$ cat config.mk
export PLATFORM = sky130hd
export DESIGN_NAME = imm_encode_pipe_flat
export DESIGN_NICKNAME = d
export VERILOG_FILES = /design/src/rtl/imm_encode_pipe_pkg.sv /design/src/rtl/imm_encode_pipe_if.sv /design/src/rtl/imm_pack.sv /design/src/rtl/imm_encode_pipe.sv /design/src/flat_wrapper.sv
export SDC_FILE = /design/constraint.sdc
export NUM_CORES = 1
export LEC_CHECK = 0
export CAP_MARGIN = 0
export CORE_UTILIZATION = 50
export CTS_BUF_LIST = sky130_fd_sc_hd__clkbuf_4 sky130_fd_sc_hd__clkbuf_8
export DETAILED_ROUTE_END_ITERATION = 6
export MAX_ROUTING_LAYER = met4
export PLACE_DENSITY = 0.87
export SYNTH_ARGS = -nofsm -noshare
export SYNTH_HDL_FRONTEND = slang
export SYNTH_SLANG_ARGS = --single-unit
$ cat constraint.sdc
create_clock -name clk -period 4 [get_ports clk]
set_clock_uncertainty 0.2 [all_clocks]
set_input_delay 0.8 -clock clk [delete_from_list [all_inputs] [get_ports clk]]
set_output_delay 0.8 -clock clk [all_outputs]
set_load 0.01 [all_outputs]
$ cat src/rtl/imm_encode_pipe_pkg.sv
// Shared types and constants for the immediate encoder pipeline.
`timescale 1ns/1ps
package imm_encode_pipe_pkg;

  localparam int unsigned INSTR_W = 32;
  localparam int unsigned IMM_W   = 32;

  // Same encoding as the decoder immSrc select.
  typedef enum logic [2:0] {
    FMT_I = 3'b000,
    FMT_S = 3'b001,
    FMT_B = 3'b010,
    FMT_J = 3'b011,
    FMT_U = 3'b100
  } imm_fmt_e;

  localparam logic [6:0] OPC_LOAD   = 7'b0000011;
  localparam logic [6:0] OPC_OP_IMM = 7'b0010011;
  localparam logic [6:0] OPC_AUIPC  = 7'b0010111;
  localparam logic [6:0] OPC_STORE  = 7'b0100011;
  localparam logic [6:0] OPC_LUI    = 7'b0110111;
  localparam logic [6:0] OPC_BRANCH = 7'b1100011;
  localparam logic [6:0] OPC_JALR   = 7'b1100111;
  localparam logic [6:0] OPC_JAL    = 7'b1101111;

  // One encode request as seen at the input handshake.
  typedef struct packed {
    logic [2:0]       fmt;
    logic [6:0]       opcode;
    logic [4:0]       rd;
    logic [4:0]       rs1;
    logic [4:0]       rs2;
    logic [2:0]       funct3;
    logic [IMM_W-1:0] imm;
  } imm_req_t;

  // True when imm[31:lsb] are all equal, i.e. the value survives sign extension from bit lsb.
  function automatic logic imm_fits(input logic [IMM_W-1:0] imm, input int unsigned lsb);
    logic [IMM_W-1:0] mask;
    mask = ~((IMM_W'(1) << lsb) - IMM_W'(1));
    return ((imm & mask) == mask) || ((imm & mask) == '0);
  endfunction

endpackage

$ cat src/rtl/imm_encode_pipe_if.sv
// Request/response bundle between the command FIFO side and the imem write side.
`timescale 1ns/1ps
interface imm_encode_pipe_if #(
  parameter int unsigned ADDR_W = 32,
  parameter int unsigned ERR_W  = 8
);
  logic              in_valid;
  logic              in_ready;
  logic [2:0]        in_fmt;
  logic [6:0]        in_opcode;
  logic [4:0]        in_rd;
  logic [4:0]        in_rs1;
  logic [4:0]        in_rs2;
  logic [2:0]        in_funct3;
  logic [31:0]       in_imm;
  logic              out_valid;
  logic              out_ready;
  logic [31:0]       out_instr;
  logic [ADDR_W-1:0] out_addr;
  logic              err_pulse;
  logic [ERR_W-1:0]  err_count;

  modport master (
    output in_valid, in_fmt, in_opcode, in_rd, in_rs1, in_rs2, in_funct3, in_imm, out_ready,
    input  in_ready, out_valid, out_instr, out_addr, err_pulse, err_count
  );

  modport slave (
    input  in_valid, in_fmt, in_opcode, in_rd, in_rs1, in_rs2, in_funct3, in_imm, out_ready,
    output in_ready, out_valid, out_instr, out_addr, err_pulse, err_count
  );
endinterface

$ cat src/rtl/imm_pack.sv
// Combinational packer: request fields + immediate -> RV32 word and legality flag.
`timescale 1ns/1ps
module imm_pack
  import imm_encode_pipe_pkg::*;
(
  input  imm_req_t           req,
  output logic [INSTR_W-1:0] instr,
  output logic               legal
);

  // Scatter immediate bits into the format-specific fields and range-check them.
  always_comb begin
    instr = '0;
    legal = 1'b0;
    case (req.fmt)
      FMT_I: begin
        instr = {req.imm[11:0], req.rs1, req.funct3, req.rd, req.opcode};
        legal = imm_fits(req.imm, 11);
      end
      FMT_S: begin
        instr = {req.imm[11:5], req.rs2, req.rs1, req.funct3, req.imm[4:0], req.opcode};
        legal = imm_fits(req.imm, 11);
      end
      FMT_B: begin
        instr = {req.imm[12], req.imm[10:5], req.rs2, req.rs1, req.funct3,
                 req.imm[4:1], req.imm[11], req.opcode};
        legal = imm_fits(req.imm, 12) && !req.imm[0];
      end
      FMT_J: begin
        instr = {req.imm[20], req.imm[10:1], req.imm[11], req.imm[19:12], req.rd, req.opcode};
        legal = imm_fits(req.imm, 20) && !req.imm[0];
      end
      FMT_U: begin
        instr = {req.imm[31:12], req.rd, req.opcode};
        legal = (req.imm[11:0] == 12'd0);
      end
      default: begin
        instr = '0;
        legal = 1'b0;
      end
    endcase
  end

endmodule

$ cat src/rtl/imm_encode_pipe.sv
// Immediate encoder pipeline: packs requests into RV32 words and streams them with addresses.
`timescale 1ns/1ps
module imm_encode_pipe
  import imm_encode_pipe_pkg::*;
#(
  parameter int unsigned       ADDR_W    = 32,
  parameter logic [ADDR_W-1:0] BASE_ADDR = ADDR_W'(32'h0000_0000),
  parameter int unsigned       ERR_W     = 8
) (
  input  logic clk,
  input  logic rst_n,
  input  logic flush,
  imm_encode_pipe_if.slave bus
);

  imm_req_t           req_c;
  logic [INSTR_W-1:0] instr_c;
  logic               legal_c;
  logic               accept_c;
  logic               xfer_c;
  logic               reject_c;

  // Gather the request fields from the bus.
  always_comb begin
    req_c        = '0;
    req_c.fmt    = bus.in_fmt;
    req_c.opcode = bus.in_opcode;
    req_c.rd     = bus.in_rd;
    req_c.rs1    = bus.in_rs1;
    req_c.rs2    = bus.in_rs2;
    req_c.funct3 = bus.in_funct3;
    req_c.imm    = bus.in_imm;
  end

  imm_pack u_pack (
    .req   (req_c),
    .instr (instr_c),
    .legal (legal_c)
  );

  // Accept whenever the output slot is free or draining this cycle; flush blocks intake.
  assign bus.in_ready = !flush && (!bus.out_valid || bus.out_ready);
  assign accept_c     = bus.in_valid && bus.in_ready;
  assign xfer_c       = bus.out_valid && bus.out_ready;
  assign reject_c     = accept_c && !legal_c;

  // Output word register: reload on a legal accept, drop on a drain, clear on flush.
  always_ff @(posedge clk or negedge rst_n) begin
    if (!rst_n) begin
      bus.out_valid <= 1'b0;
      bus.out_instr <= '0;
    end else if (flush) begin
      bus.out_valid <= 1'b0;
    end else if (accept_c && legal_c) begin
      bus.out_valid <= 1'b1;
      bus.out_instr <= instr_c;
    end else if (xfer_c) begin
      bus.out_valid <= 1'b0;
    end
  end

  // Write address: step one word per completed transfer, rewind on flush.
  always_ff @(posedge clk or negedge rst_n) begin
    if (!rst_n) begin
      bus.out_addr <= BASE_ADDR;
    end else if (flush) begin
      bus.out_addr <= BASE_ADDR;
    end else if (xfer_c) begin
      bus.out_addr <= bus.out_addr + ADDR_W'(4);
    end
  end

  // Rejected-request pulse and saturating counter; flush leaves the count alone.
  always_ff @(posedge clk or negedge rst_n) begin
    if (!rst_n) begin
      bus.err_pulse <= 1'b0;
      bus.err_count <= '0;
    end else begin
      bus.err_pulse <= reject_c;
      if (reject_c && (bus.err_count != '1)) begin
        bus.err_count <= bus.err_count + ERR_W'(1);
      end
    end
  end

endmodule

$ cat src/flat_wrapper.sv
// flat-port wrapper written by rule: the top's interface ports become plain ports
module imm_encode_pipe_flat import imm_encode_pipe_pkg::*;
#(
  parameter int unsigned       ADDR_W    = 32,
  parameter logic [ADDR_W-1:0] BASE_ADDR = ADDR_W'(32'h0000_0000),
  parameter int unsigned       ERR_W     = 8
)
  (clk, rst_n, flush, bus_in_valid, bus_in_fmt, bus_in_opcode, bus_in_rd, bus_in_rs1, bus_in_rs2, bus_in_funct3, bus_in_imm, bus_out_ready, bus_in_ready, bus_out_valid, bus_out_instr, bus_out_addr, bus_err_pulse, bus_err_count);
  imm_encode_pipe_if #(.ADDR_W(ADDR_W), .ERR_W(ERR_W)) bus_i ();
  input  logic clk;
  input  logic rst_n;
  input  logic flush;
  input wire logic [$bits(bus_i.in_valid)-1:0] bus_in_valid;
  input wire logic [$bits(bus_i.in_fmt)-1:0] bus_in_fmt;
  input wire logic [$bits(bus_i.in_opcode)-1:0] bus_in_opcode;
  input wire logic [$bits(bus_i.in_rd)-1:0] bus_in_rd;
  input wire logic [$bits(bus_i.in_rs1)-1:0] bus_in_rs1;
  input wire logic [$bits(bus_i.in_rs2)-1:0] bus_in_rs2;
  input wire logic [$bits(bus_i.in_funct3)-1:0] bus_in_funct3;
  input wire logic [$bits(bus_i.in_imm)-1:0] bus_in_imm;
  input wire logic [$bits(bus_i.out_ready)-1:0] bus_out_ready;
  output wire logic [$bits(bus_i.in_ready)-1:0] bus_in_ready;
  output wire logic [$bits(bus_i.out_valid)-1:0] bus_out_valid;
  output wire logic [$bits(bus_i.out_instr)-1:0] bus_out_instr;
  output wire logic [$bits(bus_i.out_addr)-1:0] bus_out_addr;
  output wire logic [$bits(bus_i.err_pulse)-1:0] bus_err_pulse;
  output wire logic [$bits(bus_i.err_count)-1:0] bus_err_count;
  assign bus_i.in_valid = bus_in_valid;
  assign bus_i.in_fmt = bus_in_fmt;
  assign bus_i.in_opcode = bus_in_opcode;
  assign bus_i.in_rd = bus_in_rd;
  assign bus_i.in_rs1 = bus_in_rs1;
  assign bus_i.in_rs2 = bus_in_rs2;
  assign bus_i.in_funct3 = bus_in_funct3;
  assign bus_i.in_imm = bus_in_imm;
  assign bus_i.out_ready = bus_out_ready;
  assign bus_in_ready = bus_i.in_ready;
  assign bus_out_valid = bus_i.out_valid;
  assign bus_out_instr = bus_i.out_instr;
  assign bus_out_addr = bus_i.out_addr;
  assign bus_err_pulse = bus_i.err_pulse;
  assign bus_err_count = bus_i.err_count;
  imm_encode_pipe #(.ADDR_W(ADDR_W), .BASE_ADDR(BASE_ADDR), .ERR_W(ERR_W)) u_core (.clk(clk), .rst_n(rst_n), .flush(flush), .bus(bus_i));
endmodule
==> flow_summary.toml, run 1 <==
[run_status]
outcome = "finished clean"

[global_routing]
first_pass_grt_wire_length_um = 16600
grt_start_max_net_pins = 34
first_global_vias = 3501
antenna_found_initial = 0
groute.usage.overall = 0.256
grt_overflow_total = 0

[worst_setup_path]
timing.reg2reg.worst_path_depth = 7
crit_chain = "clkdlybuf4s50_1 -> nor4_1 -> nand3_1 -> nor4b_1 -> a311o_2 -> nand3_4 -> mux2_4"
worst_setup_path_start_kind = "input pin"
worst-r2r-setup-slack_ps = 1630
top_family_by_delay_on_critical_path = "simple AND/OR/NAND/NOR gates"
maximum_fanout_encountered_on_the_critical_timing_path = 33
critical_path.n_buffers_inverters = 1
crit_path_capture_type = "register"
required_ps = 4020
crit-reg2reg-capture = "u_core.bus.out_addr[24]"
crit_path_max_incr_delay_ps = 520
cp_data_arrival_time_ps = 3490
critical_path_class = "input pin to register"
critPathSlowestCell = "sky130_fd_sc_hd__nand3_4"
r2r-start = "u_core.bus.out_valid"

[finish]
finish.cell_count_without_fillers = 650
nets = 610
layout_common_cells = "136 x sky130_fd_sc_hd__clkdlybuf4s50_1, 72 x sky130_fd_sc_hd__dfrtp_1, 34 x sky130_fd_sc_hd__nor2_1, 30 x sky130_fd_sc_hd__nand2_1, 27 x sky130_fd_sc_hd__mux2_4"
multi_input_area_mm2 = 0.00210
final-seq-area_mm2 = 0.00180
post_route_cells_drive_above_1_share = 0.128
fillers = 562
layout-area-overhead-vs-synth_pct = 41.7
layout.cells.most_common = "sky130_fd_sc_hd__clkdlybuf4s50_1"
layout.core_utilization = 0.740
insertedDiodeCount = 0

[cts]
clk_root_buffer_cell = "sky130_fd_sc_hd__clkbuf_8"
clock_sink_count = 72
clock_tree.htree_level_count = 3
cts-hold-fix-buffers = 0
clock_insertion_delay_worst_skew_ps = 340
tritoncts = "done"
cts-root-to-sink-buffers = 2
post_cts.resized_instances = 0
clock_transition_time_at_the_flip_flop_clock_pins_of_the_worst_setup_and_hold_paths_ps = 80
cts_post_setup_buffers_inserted = 0
cts_made_buffers = 9

[flow_run]
drv_cap = 0

[yosys]
combinational_family_with_the_most_area_after_synthesis = "simple AND/OR/NAND/NOR gates"
post_synthesis_compound_gate_area_fraction = 0.104
yosysWarnings = 0
yosys.cell_types.count = 41
yosys-mux-area-fraction = 0.150
synth_enable_flop_cells = 0
synth_seq_cells = 72
post_synth_xor_area_fraction = 0.0669
syn-instance-count = 403
synth_top_cell_area_share = 0.444
yosys-top-cells-area = "sky130_fd_sc_hd__dfrtp_1 44%, sky130_fd_sc_hd__mux2_4 10%, sky130_fd_sc_hd__xor2_1 5.6%"
synth_adder_area_share = 0.00617
async_reset_ff_frac = 1.00
synth_sequential_area_ratio = 0.444
synth_area_mm2 = 0.00406
synthSimpleGateAreaFrac = 0.188
synth_top_area_cell = "sky130_fd_sc_hd__dfrtp_1"
synth_flop_cell = "sky130_fd_sc_hd__dfrtp_1"
post_synth.cell_area_avg_um2 = 10.1

[power]
static-leakage-power_uw = 0.00254
power.sequential.fraction = 0.459
cellPowerDensity_mw_per_mm2 = 304
clkPwrFrac = 0.360
power.combinational.fraction = 0.181
peakVddDrop_v = 0.000180
design_power_uw = 1750
fraction_of_power_spent_switching_nets = 0.257
p_int_uw = 1300
p_sw_uw = 448

[hold_path]
hold_path_startpoint = "u_core.bus.err_count[4]"
min_path_cells = 1
hold-path-endpoint = "u_core.bus.err_count[4]"
hold_class = "register to register"

[drt]
drt_pass1_iterations = 4
post-route-drc-count = 0
drt-initial-drc-count = 160
route.final.wire_length_um = 10100
route.vias.total = 3585
wire_per_inst_um = 15.5
viasPerCell = 5.52
antenna_nets_post_route = 0

[floorplan]
placeableCoreArea_mm2 = 0.00777
die_width_um = 92.1
num_io_pins = 140
die_height_um = 92.1
floorplan.initialDensity = 0.522
rows = 32
fp.dieArea_mm2 = 0.00848

[sta]
rsz_0062_raised_after_global_routing = "false"
layout_min_cycle_time_ps = 3470
clock.fmax_mhz = 288
tns_ps = 0
hold_violations = 0
worstMarginPinSlew_ps = 770
rel_slew_slack = 0.482
finalWorstSetupSlack_ps = 528
final-max-slew-violation-count = 0
min_period_over_period = 0.868
total_of_endpoints_with_negative_setup_slack_in_the_final_report = 0

[placement]
detailedPlace.worstSlack_ps = 167
dp_hpwl_um = 7720
buffer_ports.inserted = 137
routabilityCongestion = 0.883
dpl.cell_count = 634
## cell type report
cell class | instances | area share
clock buffer | 11 | 0.0242
clock inverter | 5 | 0.0141
inverter | 10 | 0.00653
multi-input combinational | 300 | 0.365
sequential | 72 | 0.313
tap | 102 | 0.0222
timing repair buffer | 150 | 0.255
## sequential cells by signal, indices dropped and copies added, names as in the netlist
name and flops:
u_core.bus.out_instr 32, u_core.bus.err_pulse 1, u_core.bus.err_count 8, u_core.bus.out_valid 1
u_core.bus.out_addr 30
## worst reg2reg max path, delay by kind of cell (launching register included)
family                    cells  cell delay [ps]
xor gates and xnor gates      1              190
DFF                           1              370
buffers and inverters         1              190
and+or+nand+nor               4             1180
AOI/OAI and AO/OA             1              140
## metal layers
layer  global-route usage  up-vias  share of wire
met3               0.0531       14          0.069
li1                     -     1707              -
met4               0.0924        0          0.018
met5                    -        -              0
met1                0.340     1696           0.43
met2                0.389      168           0.48
## power by group through the flow
stage	clock network, µW	logic, µW	registers, µW
6_report	629	316	802
5_1_grt	672	343	811
4_1_cts	638	317	803
3_5_place_dp	0	316	815
3_3_place_gp	0	308	815
2_1_floorplan	0	116	823
## worst max-delay path by stage
stage                     slack, ps            from                       end  cells after the start
after floorplan                1270   bus_in_fmt[1]   u_core.bus.out_instr[0]                      9
after global placement          320   bus_in_fmt[1]  u_core.bus.out_instr[26]                      8
after detailed placement        170  bus_in_imm[20]  u_core.bus.out_instr[29]                      7
after CTS                       540  bus_in_imm[20]   u_core.bus.out_instr[1]                      7
after global routing            330  bus_in_imm[20]   u_core.bus.out_instr[1]                      7
final                           530  bus_in_imm[20]   u_core.bus.out_instr[1]                      7
## synthesized netlist by cell type (3+ instances only)
master,count
sky130_fd_sc_hd__mux2_4,27
sky130_fd_sc_hd__dfrtp_1,72
sky130_fd_sc_hd__and2_1,3
sky130_fd_sc_hd__nor3_1,8
sky130_fd_sc_hd__buf_2,3
sky130_fd_sc_hd__a22oi_1,4
sky130_fd_sc_hd__nand2_1,30
sky130_fd_sc_hd__o22ai_1,9
sky130_fd_sc_hd__mux2_2,9
sky130_fd_sc_hd__o21ai_0,22
sky130_fd_sc_hd__and3_1,6
sky130_fd_sc_hd__xnor2_1,5
sky130_fd_sc_hd__buf_1,4
sky130_fd_sc_hd__or3_1,6
sky130_fd_sc_hd__xor2_1,26
sky130_fd_sc_hd__buf_6,4
sky130_fd_sc_hd__mux2i_1,10
sky130_fd_sc_hd__o2111ai_1,3
sky130_fd_sc_hd__a21oi_1,26
sky130_fd_sc_hd__nand3_1,16
sky130_fd_sc_hd__nand4_1,7
sky130_fd_sc_hd__nor4_1,11
sky130_fd_sc_hd__inv_1,10
sky130_fd_sc_hd__nor2_1,34
sky130_fd_sc_hd__nor2b_1,19
sky130_fd_sc_hd__and4_1,3
sky130_fd_sc_hd__clkbuf_1,9
## metrics by stage
| step | instance area [µm²] | hold WS (ps) |
|---|---|---|
| after floorplan | 4060 | 304 |
| after global routing | 5750 | 309 |
| final | 5750 | 295 |
| after detailed placement | 5530 | 284 |
| after CTS | 5750 | 295 |
| after global placement | 5530 | 280 |
## cells by family (layout without fill, tap and decap cells)
family                     Yosys count  count (layout)
AOI/OAI and AO/OA                   72              72
xor gates and xnor gates            31              31
adders and majority gates            2               2
buffers and inverters               32             176
DFF                                 72              72
muxes                               46              46
other                                1               2
and+or+nand+nor                    147             147
Note: power is estimated with default switching activity, not from simulation.
==> run 2: changes to the inputs <==
--- a/config.mk
+++ b/config.mk
@@ -9,8 +9,10 @@
 export CORE_UTILIZATION = 50
 export CTS_BUF_LIST = sky130_fd_sc_hd__clkbuf_4 sky130_fd_sc_hd__clkbuf_8
 export DETAILED_ROUTE_END_ITERATION = 6
+export GPL_ROUTABILITY_DRIVEN = 1
 export MAX_ROUTING_LAYER = met4
 export PLACE_DENSITY = 0.87
+export RECOVER_POWER = 50
 export SYNTH_ARGS = -nofsm -noshare
 export SYNTH_HDL_FRONTEND = slang
 export SYNTH_SLANG_ARGS = --single-unit
==> run 2 against run 1 <==
  * The flow now finishes with violations (max-capacitance violations, max-slew violations)
  * First-iteration DRC count rose by 13%
  * Sequential share of layout area rose by 0.068 points
  * Wire length barely moved
  * Sequential cell count did not move
  * Clock power barely moved
  * Via count barely moved
==> flow_summary.toml, run 2 (synthesis gave the netlist of run 1 again) <==
[sta]
min_period_over_period = 0.868
rel_slew_slack = -0.170
layout_min_cycle_time_ps = 3470
final-max-slew-violation-count = 34
finalWorstSetupSlack_ps = 529
tns_ps = 0
hold_violations = 0
worstMarginPinSlew_ps = 1760
rsz_0062_raised_after_global_routing = "false"
total_of_endpoints_with_negative_setup_slack_in_the_final_report = 0
clock.fmax_mhz = 288

[cts]
clock_insertion_delay_worst_skew_ps = 340
cts-hold-fix-buffers = 0
post_cts.resized_instances = 0
cts_made_buffers = 9
clk_root_buffer_cell = "sky130_fd_sc_hd__clkbuf_8"
clock_sink_count = 72
cts-root-to-sink-buffers = 2
tritoncts = "done"
clock_transition_time_at_the_flip_flop_clock_pins_of_the_worst_setup_and_hold_paths_ps = 80
cts_post_setup_buffers_inserted = 0
clock_tree.htree_level_count = 3

[hold_path]
hold_class = "register to register"

[finish]
layout.cells.most_common = "sky130_fd_sc_hd__clkdlybuf4s50_1"
regMostFlops = "u_core.bus.out_instr"
nets = 610
insertedDiodeCount = 0
largest_reg_flops = 32
fillers = 565
layout_common_cells = "106 x sky130_fd_sc_hd__clkdlybuf4s50_1, 72 x sky130_fd_sc_hd__dfrtp_1, 34 x sky130_fd_sc_hd__nor2_1, 30 x sky130_fd_sc_hd__nand2_1, 30 x sky130_fd_sc_hd__dlygate4sd3_1"
layout_top_registers = "u_core.bus.out_instr (32), u_core.bus.out_addr (30), u_core.bus.err_count (8)"
post_route_cells_drive_above_1_share = 0.120
layout-area-overhead-vs-synth_pct = 41.4

[drt]
detailroute.wirelength.met2_um = 4810
topRoutingLayerUsed = "met4"
route.final.wire_length_um = 10100
post-route-drc-count = 0
viasPerCell = 5.51
wire_per_inst_um = 15.5
drt_pass1_iterations = 4
antenna_nets_post_route = 0
dr_wl_met3_um = 707
met1_length_um = 4390
drt-initial-drc-count = 180
route.vias.total = 3582

[run_status]
violations = "max-capacitance violations, max-slew violations"
outcome = "finished, violations left"

[power]
power.sequential.fraction = 0.460
power.combinational.fraction = 0.180
cellPowerDensity_mw_per_mm2 = 304
static-leakage-power_uw = 0.00261
p_int_uw = 1300
fraction_of_power_spent_switching_nets = 0.256
peakVddDrop_v = 0.000180
p_sw_uw = 447
clkPwrFrac = 0.360

[floorplan]
num_io_pins = 140
die_height_um = 92.1
placeableCoreArea_mm2 = 0.00777
fp.dieArea_mm2 = 0.00848
die_width_um = 92.1
rows = 32
floorplan.initialDensity = 0.522

[global_routing]
first_global_vias = 3501
antenna_found_initial = 0
groute.usage.overall = 0.256
first_pass_grt_wire_length_um = 16600
grt_overflow_total = 0
grt_start_max_net_pins = 34

[placement]
detailedPlace.worstSlack_ps = 167
dp_hpwl_um = 7720
routabilityCongestion = 0.883
buffer_ports.inserted = 137

[worst_setup_path]
cp_data_arrival_time_ps = 3490
critPathSlowestCell = "sky130_fd_sc_hd__nand3_4"
critical_path_class = "input pin to register"
crit_chain = "clkdlybuf4s50_1 -> nor4_1 -> nand3_1 -> nor4b_1 -> a311o_2 -> nand3_4 -> mux2_4"
maximum_fanout_encountered_on_the_critical_timing_path = 33
worst_setup_path_start_kind = "input pin"
required_ps = 4020
crit_path_max_incr_delay_ps = 520
crit_path_capture_type = "register"
critical_path.n_buffers_inverters = 1
top_family_by_delay_on_critical_path = "simple AND/OR/NAND/NOR gates"

[flow_run]
drv_cap = 1
run 2: final cells by class:
| cell class | instances | area [µm²] | area share |
|---|---|---|---|
| Multi-Input combinational cell | 300 | 2100 | 0.366 |
| Sequential cell | 72 | 1800 | 0.314 |
| Timing Repair Buffer | 150 | 1450 | 0.253 |
| Clock buffer | 11 | 139 | 0.0242 |
| Tap cell | 102 | 128 | 0.0223 |
| Clock inverter | 5 | 81.3 | 0.0142 |
| Inverter | 10 | 37.5 | 0.00654 |
run 2: final timing paths:
path | start | to | slack (ps) | cells after the start
max in group asynchronous | rst_n | u_core.bus.out_instr[19] | 1050 | 2
min in group asynchronous | rst_n | u_core.bus.out_addr[18] | 710 | 1
setup reg to reg | u_core.bus.out_valid | u_core.bus.out_addr[24] | 1490 | 7
setup / recovery | bus_in_imm[28] | u_core.bus.out_instr[1] | 530 | 7
hold reg to reg | u_core.bus.err_count[4] | u_core.bus.err_count[4] | 290 | 1
hold / removal | u_core.bus.err_count[4] | u_core.bus.err_count[4] | 290 | 1
run 2: per-layer routing:
layer / track usage / vias to the layer above
li1: - / 1709
met1: 0.340 / 1696
met2: 0.389 / 160
met3: 0.0531 / 17
met4: 0.0924 / 0
met5: - / -
run 2: metrics by stage:
| step | hold WS, ps | power, µW | cells | utilization | instance area (µm²) |
|---|---|---|---|---|---|
| 2_1_floorplan | 304 | 939 | 404 | - | 4060 |
| 3_3_place_gp | 280 | 1120 | 634 | 0.712 | 5530 |
| 3_5_place_dp | 284 | 1130 | 634 | 0.712 | 5530 |
| 4_1_cts | 295 | 1760 | 650 | 0.740 | 5750 |
| 5_1_grt | 309 | 1820 | 650 | 0.738 | 5740 |
| 6_report | 295 | 1740 | 650 | 0.738 | 5740 |
run 2: worst reg2reg max path: cells and delay by family, from the launching register on:
kind	cells	cell delay [ps]
xor gates and xnor gates	1	180
DFF	1	370
AOI/OAI and AO/OA	1	150
and+or+nand+nor	4	1270
buffers and inverters	1	220
run 2: power by group through the flow:
stage | logic [µW] | registers (µW) | clock network [µW]
floorplan | 116 | 823 | 0
global placement | 308 | 815 | 0
CTS | 317 | 803 | 638
detailed placement | 316 | 815 | 0
finish | 314 | 802 | 628
global route | 341 | 811 | 672
